--- config.mk ---
export PLATFORM = sky130hd
export DESIGN_NAME = phy_power_sequencer
export DESIGN_NICKNAME = d
export VERILOG_FILES = /design/src/rtl/phy_power_sequencer_pkg.sv /design/src/rtl/phy_power_sequencer_channel.sv /design/src/rtl/phy_power_sequencer.sv
export SDC_FILE = /design/constraint.sdc
export NUM_CORES = 1
export LEC_CHECK = 0
export ABC_AREA = 1
export BUFFER_PORTS_ARGS = -buffer_cell sky130_fd_sc_hd__buf_2
export CAP_MARGIN = 0
export CORE_ASPECT_RATIO = 1.75
export CORE_MARGIN = 5
export CORE_UTILIZATION = 53
export DETAILED_ROUTE_END_ITERATION = 6
export HOLD_SLACK_MARGIN = 0.03
export PLACE_DENSITY = 0.66
export SETUP_SLACK_MARGIN = 0.3
export SYNTH_ARGS = -nofsm -noshare
export SYNTH_HDL_FRONTEND = slang
export SYNTH_HIERARCHICAL = 1
export SYNTH_SLANG_ARGS = --single-unit
--- constraint.sdc ---
create_clock -name clock -period 1.92 [get_ports clock]
set_input_delay 0.192 -clock clock [delete_from_list [all_inputs] [get_ports clock]]
set_output_delay 0.192 -clock clock [all_outputs]
set_load 0.02 [all_outputs]
--- src/rtl/phy_power_sequencer_pkg.sv ---
// Shared state encodings and timer sizing for the PHY power sequencer.
// G_DOWN exists only when PHY_SEQ_POWER_DOWN_EN is defined.
package phy_power_sequencer_pkg;

`ifdef PHY_SEQ_POWER_DOWN_EN
  typedef enum logic [1:0] {
    G_OFF, G_VDDH, G_ON, G_DOWN
  } g_state_e;
`else
  typedef enum logic [1:0] {
    G_OFF, G_VDDH, G_ON
  } g_state_e;
`endif

  typedef enum logic [1:0] {
    CH_OFF, CH_STRAP, CH_INIT, CH_READY
  } ch_state_e;

  function automatic int timer_w(
    input int a,
    input int b,
    input int clks
  );
    int m;
    m = (a > b) ? a : b;
    return $clog2(m * clks + 1);
  endfunction

endpackage

--- src/rtl/phy_power_sequencer_channel.sv ---
// One PHY strap/reset/init sequence with its own phase timer.
// Drops to CH_OFF whenever the rails or the enable go away.
module phy_seq_channel
  import phy_power_sequencer_pkg::*;
#(
  parameter int STRAP_CLKS = 4,
  parameter int INIT_CLKS  = 3,
  parameter int HOLD_CLKS  = 2
) (
  input  logic clock,
  input  logic reset_n,
  input  logic rails_on,
  input  logic en,
  input  logic restart,
  output logic phy_reset_n,
  output logic strap_oe,
  output logic ready
);

  localparam int TW = timer_w(STRAP_CLKS, INIT_CLKS, 1);
  localparam logic [TW-1:0] STRAP_LAST = TW'(STRAP_CLKS - 1);
  localparam logic [TW-1:0] INIT_LAST  = TW'(INIT_CLKS - 1);

  ch_state_e state_q, state_d;
  logic [TW-1:0] timer_q, timer_d;
  logic rst_d, strap_d, ready_d;

  always_comb begin
    state_d = state_q;
    timer_d = '0;
    if (!en || !rails_on) begin
      state_d = CH_OFF;
    end else begin
      unique case (state_q)
        CH_OFF: state_d = CH_STRAP;
        CH_STRAP: begin
          if (!restart) begin
            if (timer_q == STRAP_LAST) state_d = CH_INIT;
            else timer_d = timer_q + TW'(1);
          end
        end
        CH_INIT: begin
          if (restart) state_d = CH_STRAP;
          else if (timer_q == INIT_LAST) state_d = CH_READY;
          else timer_d = timer_q + TW'(1);
        end
        CH_READY: if (restart) state_d = CH_STRAP;
        default: state_d = CH_OFF;
      endcase
    end
    rst_d   = (state_d == CH_INIT) || (state_d == CH_READY);
    // straps stay driven briefly after reset release for PHY latch hold
    strap_d = (state_d == CH_STRAP) ||
              ((state_d == CH_INIT) &&
               (32'(timer_d) < 32'(HOLD_CLKS)));
    ready_d = (state_d == CH_READY);
  end

  always_ff @(posedge clock or negedge reset_n) begin
    if (!reset_n) begin
      state_q     <= CH_OFF;
      timer_q     <= '0;
      phy_reset_n <= 1'b0;
      strap_oe    <= 1'b0;
      ready       <= 1'b0;
    end else begin
      state_q     <= state_d;
      timer_q     <= timer_d;
      phy_reset_n <= rst_d;
      strap_oe    <= strap_d;
      ready       <= ready_d;
    end
  end

endmodule

--- src/rtl/phy_power_sequencer.sv ---
// Global VDDH/VDDL rail sequencer plus NUM_PHYS channel sequencers.
// Define PHY_SEQ_POWER_DOWN_EN to honour power_down.
module phy_power_sequencer
  import phy_power_sequencer_pkg::*;
#(
  parameter int NUM_PHYS        = 2,
  parameter int CLKS_PER_US     = 50,
  parameter int T_VDDH_US       = 1000000,
  parameter int T_VDDL_US       = 100000,
  parameter int T_STRAP_US      = 100000,
  parameter int T_INIT_US       = 100000,
  parameter int STRAP_HOLD_CLKS = 4
) (
  input  logic                clock,
  input  logic                reset_n,
  input  logic [NUM_PHYS-1:0] phy_en,
  input  logic [NUM_PHYS-1:0] phy_restart,
  input  logic                power_down,
  output logic                vddh_en,
  output logic                vddl_en,
  output logic [NUM_PHYS-1:0] phy_reset_n,
  output logic [NUM_PHYS-1:0] strap_oe,
  output logic [NUM_PHYS-1:0] phy_ready,
  output logic                all_ready
);

  localparam int VDDH_CLKS  = T_VDDH_US * CLKS_PER_US;
  localparam int VDDL_CLKS  = T_VDDL_US * CLKS_PER_US;
  localparam int STRAP_CLKS = T_STRAP_US * CLKS_PER_US;
  localparam int INIT_CLKS  = T_INIT_US * CLKS_PER_US;
  localparam int TW = timer_w(T_VDDH_US, T_VDDL_US, CLKS_PER_US);
  localparam logic [TW-1:0] VDDH_LAST = TW'(VDDH_CLKS - 1);
  localparam logic [TW-1:0] VDDL_LAST = TW'(VDDL_CLKS - 1);

  g_state_e g_q, g_d;
  logic [TW-1:0] timer_q, timer_d;
  logic vddh_q, vddh_d;
  logic vddl_q, vddl_d;
  logic pd_accept;
  logic rails_on;

`ifdef PHY_SEQ_POWER_DOWN_EN
  assign pd_accept = power_down &&
                     ((g_q == G_VDDH) || (g_q == G_ON));
`else
  logic unused_power_down;
  assign unused_power_down = power_down;
  assign pd_accept = 1'b0;
`endif

  always_comb begin
    g_d     = g_q;
    timer_d = '0;
    vddh_d  = vddh_q;
    vddl_d  = vddl_q;
    unique case (g_q)
      G_OFF: begin
        if (timer_q == VDDH_LAST) begin
          g_d    = G_VDDH;
          vddh_d = 1'b1;
        end else timer_d = timer_q + TW'(1);
      end
      G_VDDH: begin
        if (timer_q == VDDL_LAST) begin
          g_d    = G_ON;
          vddl_d = 1'b1;
        end else timer_d = timer_q + TW'(1);
      end
      G_ON: g_d = G_ON;
`ifdef PHY_SEQ_POWER_DOWN_EN
      G_DOWN: begin
        if (timer_q == VDDL_LAST) begin
          g_d    = G_OFF;
          vddh_d = 1'b0;
        end else timer_d = timer_q + TW'(1);
      end
`endif
      default: g_d = G_OFF;
    endcase
`ifdef PHY_SEQ_POWER_DOWN_EN
    if (pd_accept) begin
      g_d     = G_DOWN;
      timer_d = '0;
      vddl_d  = 1'b0;
    end
`endif
  end

  always_ff @(posedge clock or negedge reset_n) begin
    if (!reset_n) begin
      g_q     <= G_OFF;
      timer_q <= '0;
      vddh_q  <= 1'b0;
      vddl_q  <= 1'b0;
    end else begin
      g_q     <= g_d;
      timer_q <= timer_d;
      vddh_q  <= vddh_d;
      vddl_q  <= vddl_d;
    end
  end

  // an accepted shutdown pulls channels off on the same edge as vddl
  assign rails_on = vddl_q & ~pd_accept;

  for (genvar i = 0; i < NUM_PHYS; i++) begin : g_ch
    phy_seq_channel #(
      .STRAP_CLKS(STRAP_CLKS),
      .INIT_CLKS (INIT_CLKS),
      .HOLD_CLKS (STRAP_HOLD_CLKS)
    ) u_ch (
      .clock      (clock),
      .reset_n    (reset_n),
      .rails_on   (rails_on),
      .en         (phy_en[i]),
      .restart    (phy_restart[i]),
      .phy_reset_n(phy_reset_n[i]),
      .strap_oe   (strap_oe[i]),
      .ready      (phy_ready[i])
    );
  end

  assign vddh_en   = vddh_q;
  assign vddl_en   = vddl_q;
  assign all_ready = vddh_q & vddl_q & (|phy_en) &
                     (&(phy_ready | ~phy_en));

endmodule

* Yosys cells after proc, flatten, opt, wreduce, memory -nomap -nowiden
Index checks and enable logic that the tools add are counted.
Widths: inputs -> output; s select.
** Storage, ports and cells
- Register bits after elaboration :: 86
- Output and inout bits :: 9
- Word-level logic and storage cells :: 93
- Bits of input ports :: 7
** Operators by class
- Reductions and logical operators :: 21
- Add/sub/neg operators :: 3
- Bitwise gates (word level) :: 5
- Magnitude comparators :: 2
- Equal/unequal tests :: 20
- Muxes and demuxes :: 28
** Operators by type and width (count)
- $mux 23 :: 8
- $mux 26 :: 2
- $pmux 26 s2 :: 1
- $add 23x1->23 const B :: 2
- $eq 23x23->1 const B :: 2
- $lt 23x3->1 const B :: 2
- $mux 2 :: 14
- $add 26x1->26 const B :: 1
- $eq 26x23->1 const B :: 1
- $eq 26x26->1 const B :: 1
- $eq 2x2->1 const B :: 9
- $pmux 2 s4 :: 2
- $eq 2x1->1 const B :: 5
- $reduce_and 2->1 :: 4
- $logic_not 2->1 :: 3
- $logic_or 1x1->1 :: 6
- $pmux 2 s3 :: 1
- $reduce_or 2->1 :: 3
- $ne 2x2->1 const B :: 2
- $and 1x1->1 :: 3
- $logic_not 1->1 :: 3
- $logic_and 1x1->1 :: 2
- $not 2->2 :: 1
- $or 2x2->2 :: 1

* Depth between registers and ports, before layout
- Depth in word-level cells :: 8
- Gate-level depth with buffers :: 14
- Gate-level depth less buffers :: 14

* Cells and area by module
Netlist, hierarchy kept.
** Modules (own cells, without submodules)
- phy_seq_channel :: area each 1910.6 µm², cells each 286, instances 2, sequential area each 700.7 µm²
- phy_power_sequencer :: area each 1865.5 µm², cells each 277, instances 1, sequential area each 750.7 µm²

* Worst setup path before layout
No wires, ideal clock.
- Kind :: reg2reg
- Start :: reg g_ch[0].u_ch.timer_q[0]
- End :: reg g_ch[0].u_ch.strap_oe
- Slack :: 0.218 ns
- Path buffers :: 0
- Arrival time :: 1.584 ns
- Period minus slack after synthesis :: 1.702 ns
- Cell stages (with the launch flop) :: 15
- Data required time :: 1.802 ns
- Path through :: dfrtp_1 ha_1 nand2_1 nor2_4 nand2_2 nor2_2 nand3_1 nand2_1 nand2_1 nor2_2 nor2_1 nand2_1 nor2_1 nand4_1 nand2_1
** Between the ends
- Word-level cells in the longest chain between the ends :: 8
** Ends and longest elaborated chain
- start, declared :: RTL line phy_power_sequencer_channel.sv:25 : logic [TW-1:0] timer_q, timer_d;
- start signal, assigned :: RTL line phy_power_sequencer_channel.sv:68 : timer_q <= timer_d;
- $add 23x1->23 / $eq 23x23->1 (equally long branches)
- $mux 23 * :: RTL line phy_power_sequencer_channel.sv:38, phy_power_sequencer_channel.sv:44
- $mux 23 * :: RTL line phy_power_sequencer_channel.sv:43 : if (restart) state_d = CH_STRAP;
- $mux 23 *
- $mux 23 * :: RTL line phy_power_sequencer_channel.sv:31 : if (!en || !rails_on) begin
- net g_ch[0].u_ch.timer_d[20] :: RTL line phy_power_sequencer_channel.sv:25
- $lt 23x3->1 * :: RTL line phy_power_sequencer_channel.sv:55 : (32'(timer_d) < 32'(HOLD_CLKS)));
- $logic_and 1x1->1 * :: RTL line phy_power_sequencer_channel.sv:54 : ((state_d == CH_INIT) &&
- $logic_or 1x1->1 * :: RTL line phy_power_sequencer_channel.sv:53 : strap_d = (state_d == CH_STRAP) ||
- net g_ch[0].u_ch.strap_d :: RTL line phy_power_sequencer_channel.sv:26 : logic rst_d, strap_d, ready_d;
- end signal, assigned :: RTL line phy_power_sequencer_channel.sv:70 : strap_oe <= strap_d;
- end, declared :: RTL line phy_power_sequencer_channel.sv:16 : output logic strap_oe,
Mark *: on every way through the listed nets, which the timed path passes. The rest lies on a longest branch.
A chain may end at the register's enable or synchronous reset.

* Worst setup path in the final report
- Start :: reg g_ch[1].u_ch.timer_q[1]
- End :: reg g_ch[1].u_ch.strap_oe
** Between the ends
- Word-level cells in the longest chain between the ends :: 8
** Ends and longest elaborated chain
- start, declared :: RTL line phy_power_sequencer_channel.sv:25
- start signal, assigned :: RTL line phy_power_sequencer_channel.sv:68
- $eq 23x23->1 * :: RTL line phy_power_sequencer_channel.sv:38, phy_power_sequencer_channel.sv:44
- $mux 2, on equally long branches :: RTL line phy_power_sequencer_channel.sv:44, phy_power_sequencer_channel.sv:38
- $mux 2, on equally long branches :: RTL line phy_power_sequencer_channel.sv:43, phy_power_sequencer_channel.sv:37
- $pmux 2 s4 * :: RTL line phy_power_sequencer_channel.sv:34 : unique case (state_q)
- $mux 2 * :: RTL line phy_power_sequencer_channel.sv:31
- net g_ch[1].u_ch.state_d[0] :: RTL line phy_power_sequencer_channel.sv:24 : ch_state_e state_q, state_d;
- $eq 2x2->1 :: RTL line phy_power_sequencer_channel.sv:54
- $logic_and 1x1->1 :: RTL line phy_power_sequencer_channel.sv:54
- $logic_or 1x1->1 * :: RTL line phy_power_sequencer_channel.sv:53
- net g_ch[1].u_ch.strap_d :: RTL line phy_power_sequencer_channel.sv:26
- end signal, assigned :: RTL line phy_power_sequencer_channel.sv:70
- end, declared :: RTL line phy_power_sequencer_channel.sv:16
Marked as above.

==> reports/results.txt <==
Status = complete, but fails checks
Failing checks = setup timing
Worst hold start = phy_en[0]
Top cell type's share of synthesized area = 0.3784
Post-route insts no fill = 1106
GRT met2 Usage = 0.4685
YS warnings = 6
H-tree depth = 3
Leakage = 3.523 nW
Fmax = 0.5155 GHz
Sequential cell area = 0.002156 mm²
Layout Area Growth over Synthesis = 32.89%
Vias per cell = 5.396
WL/cell = 15.63 µm
Final setup viols = 1
Initial antenna violation count = 0
Via Count = 5968
CTS tree = yes
Slew headroom = 0.6084
CP endpoint kind = register
Root buffer cell = clkbuf_16
Syn Inst Count = 849
Worst Max-Slew Pin Slew = 0.5874 ns
Clk buf depth = 2
Fillers = 836
Final period utilization = 1.010
DR pass1 iterations = 7
Worst endpoint data arrival time = 2.22 ns
Final Worst Setup Slack = -0.01984 ns
Yosys reg bits = 86
Slowest cell on crit path = dfrtp_1
Unrepaired setup endpoints after global routing = true
Hold Path Class = input port to register
Starting Density = 0.5347
Pre-CTS setup slack = -0.1484 ns
Post-Route WL = 17290 µm
Overflow after GRT = 0
Busiest grt layer = met2
Most common cell after layout, fill and taps aside = nand2_1
Required @ worst endpoint = 2.20 ns
Placement Rows = 50
Die Span X = 88.30 µm
Antenna Cells = 0
Max Slew Vio Count = 0
Pwr dens = 497.0 mW/mm²
Num Clock Sinks = 86
NumNets Final = 993
Met3 GRT Util = 0.03199
Worst reg2reg path depth = 13
I/O Buffers = 14
Maximum vdd ir drop = 0.0004241 V
Clock transition at the registers of the reported paths = 0.07 ns
Worst Skew = 0.01315 ns
Tmin final = 1.940 ns
All-Layer GR Usage = 0.2622
Area contributors post-synth = dfrtp_1 (38%), nand2_1 (15%), nor2_1 (12%)
Mapped Nets = 871
Total CTS buffers = 9
CP Max Fanout = 5
Highest-count cells in the layout ignoring fill and taps = nand2_1 (220), nor2_1 (142), inv_1 (113), buf_4 (87), dfrtp_1 (83)
Post-Place Cells = 1053
Worst Hold Path EP = g_ch[0].u_ch/ready
First-pass GRT wire length = 26670 µm
Die H = 147.0 µm
M1 GR Usage = 0.2765
Fraction of layout cells with a size suffix above 1 = 0.2777
Core Region = 0.01064 mm²
Worst path max stage delay = 0.41 ns
Reg2reg end = g_ch[1].u_ch/strap_oe
ANT nets after route = 0
DRC = 0
Ports = 16
Routability cong. = 1.009
Reg2Reg Launch Point = g_ch[1].u_ch/timer_q[1]
PnR Total Power = 3.756 mW
Multi-input gate area = 0.003490 mm²
Skew-Pair Late Insertion Delay = 0.34 ns
Largest net degree at the start of global routing = 45
Final Hold Fails = 0
Synth Area per Inst = 6.698 µm²
Final HPWL from detailed placement = 12250 µm
Synth area leader = dfrtp_1
Max-cap viol count = 0
Setup CP Type = register to register
Vias in the first global route = 5908
Hold-critical path depth = 5
Die area = 0.01298 mm²
Worst path cell trace = ha_4 -> nand2_4 -> nor2_4 -> nand2_2 -> nor2_4 -> nand3_4 -> o21bai_1 -> nand3_1 -> nand2_1 -> inv_2 -> nor2_2 -> nand4_1 -> nand2_1
Seq/Total Area, Yosys = 0.3784
R2R Setup Slk = -0.02 ns
Yosys cell types = 26
Initial DRC count = 369
Startpoint Class = register
Synthesized cell area = 0.005687 mm²
how the worst max path moves through the flow:
stage	from	cells past startpoint	endpoint	slack [ns]
4_1_cts	g_ch[0].u_ch/timer_q[0]	13	g_ch[0].u_ch/strap_oe	0.05
2_1_floorplan	g_ch[0].u_ch/timer_q[0]	13	g_ch[0].u_ch/strap_oe	0.23
6_report	g_ch[1].u_ch/timer_q[1]	13	g_ch[1].u_ch/strap_oe	-0.02
3_5_place_dp	g_ch[1].u_ch/timer_q[1]	13	g_ch[1].u_ch/strap_oe	-0.15
3_3_place_gp	g_ch[0].u_ch/timer_q[1]	13	g_ch[0].u_ch/strap_oe	-0.06
5_1_grt	g_ch[1].u_ch/timer_q[1]	13	g_ch[1].u_ch/strap_oe	-0.12
metal layers:
layer	up-vias	share of wire
met5	-	0
met4	0	0.082
met3	101	0.039
met2	215	0.53
met1	2800	0.35
li1	2852	-
metrics by stage:
stage / cell area, µm² / hold slack [ns] / TNS (ns) / util
floorplan: 5712 / -0.1036 / 0 / -
global placement: 6407 / 0.2240 / -0.09322 / 0.6025
detailed placement: 6407 / 0.2319 / -0.2835 / 0.6025
global route: 7557 / 0.3374 / -0.2713 / 0.7106
CTS: 7013 / 0.2829 / 0 / 0.6594
finish: 7557 / 0.3078 / -0.01984 / 0.7106
layout make-up:
class / count / area share
inverters: 127 / 0.06457
clock buffers: 11 / 0.03079
well taps: 130 / 0.02152
flip-flops and latches: 86 / 0.2853
repair buffers: 114 / 0.1250
multi-input cells: 633 / 0.4618
clock inverters: 5 / 0.01109
Yosys cell counts (all sizes together):
master	number
o21bai	5
buf	4
and3	1
dfrtp	86
o21ai	19
nand4	7
xnor2	5
nor3	12
ha	15
nand2	245
inv	127
nor2	217
nor4	1
nand3	82
xor2	16
a21oi	5
nor3b	2
state kept, by name, summed over array words and instances, names as in the netlist, 2 cells and up:
register / flops
g_ch.u_ch/phy_reset_n: 2
g_ch.u_ch/ready: 2
g_ch.u_ch/state_q: 4
g_ch.u_ch/timer_q: 46
g_q: 2
timer_q: 26
g_ch.u_ch/strap_oe: 2
cells by family after synthesis:
| logic type | share of synthesized area |
|---|---|
| AOI/OAI and AO/OA | 0.02772 |
| xor gates and xnor gates | 0.03234 |
| adders and majority gates | 0.03300 |
| buffers and inverters | 0.09175 |
| DFF | 0.3784 |
| and+or+nand+nor | 0.4367 |
worst max-delay path: cells and delay by family (launching register included):
| kind | cells | cell delay, ns |
|---|---|---|
| buf+inv | 1 | 0.06 |
| flops | 1 | 0.41 |
| compound gates | 1 | 0.16 |
| simple gates | 10 | 1.06 |
| fa+ha+maj | 1 | 0.18 |
power breakdown:
part	internal, mW	switching [mW]
Clock	1.14	0.743
Sequential	1.81	0
Combinational	0.0123	0.0450
repair_timing:
action / 4_1_cts / 5_1_grt
pin swaps: 23 / 27
gates resized for setup: 28 / 106
endpoints found under the hold margin: 43 / 0
hold buffers: 1 / 0
cloned: 1 / 3
buffers inserted: 20 / 12
endpoints found under the setup margin: 50 / 54
(Power assumes the default switching activity.)
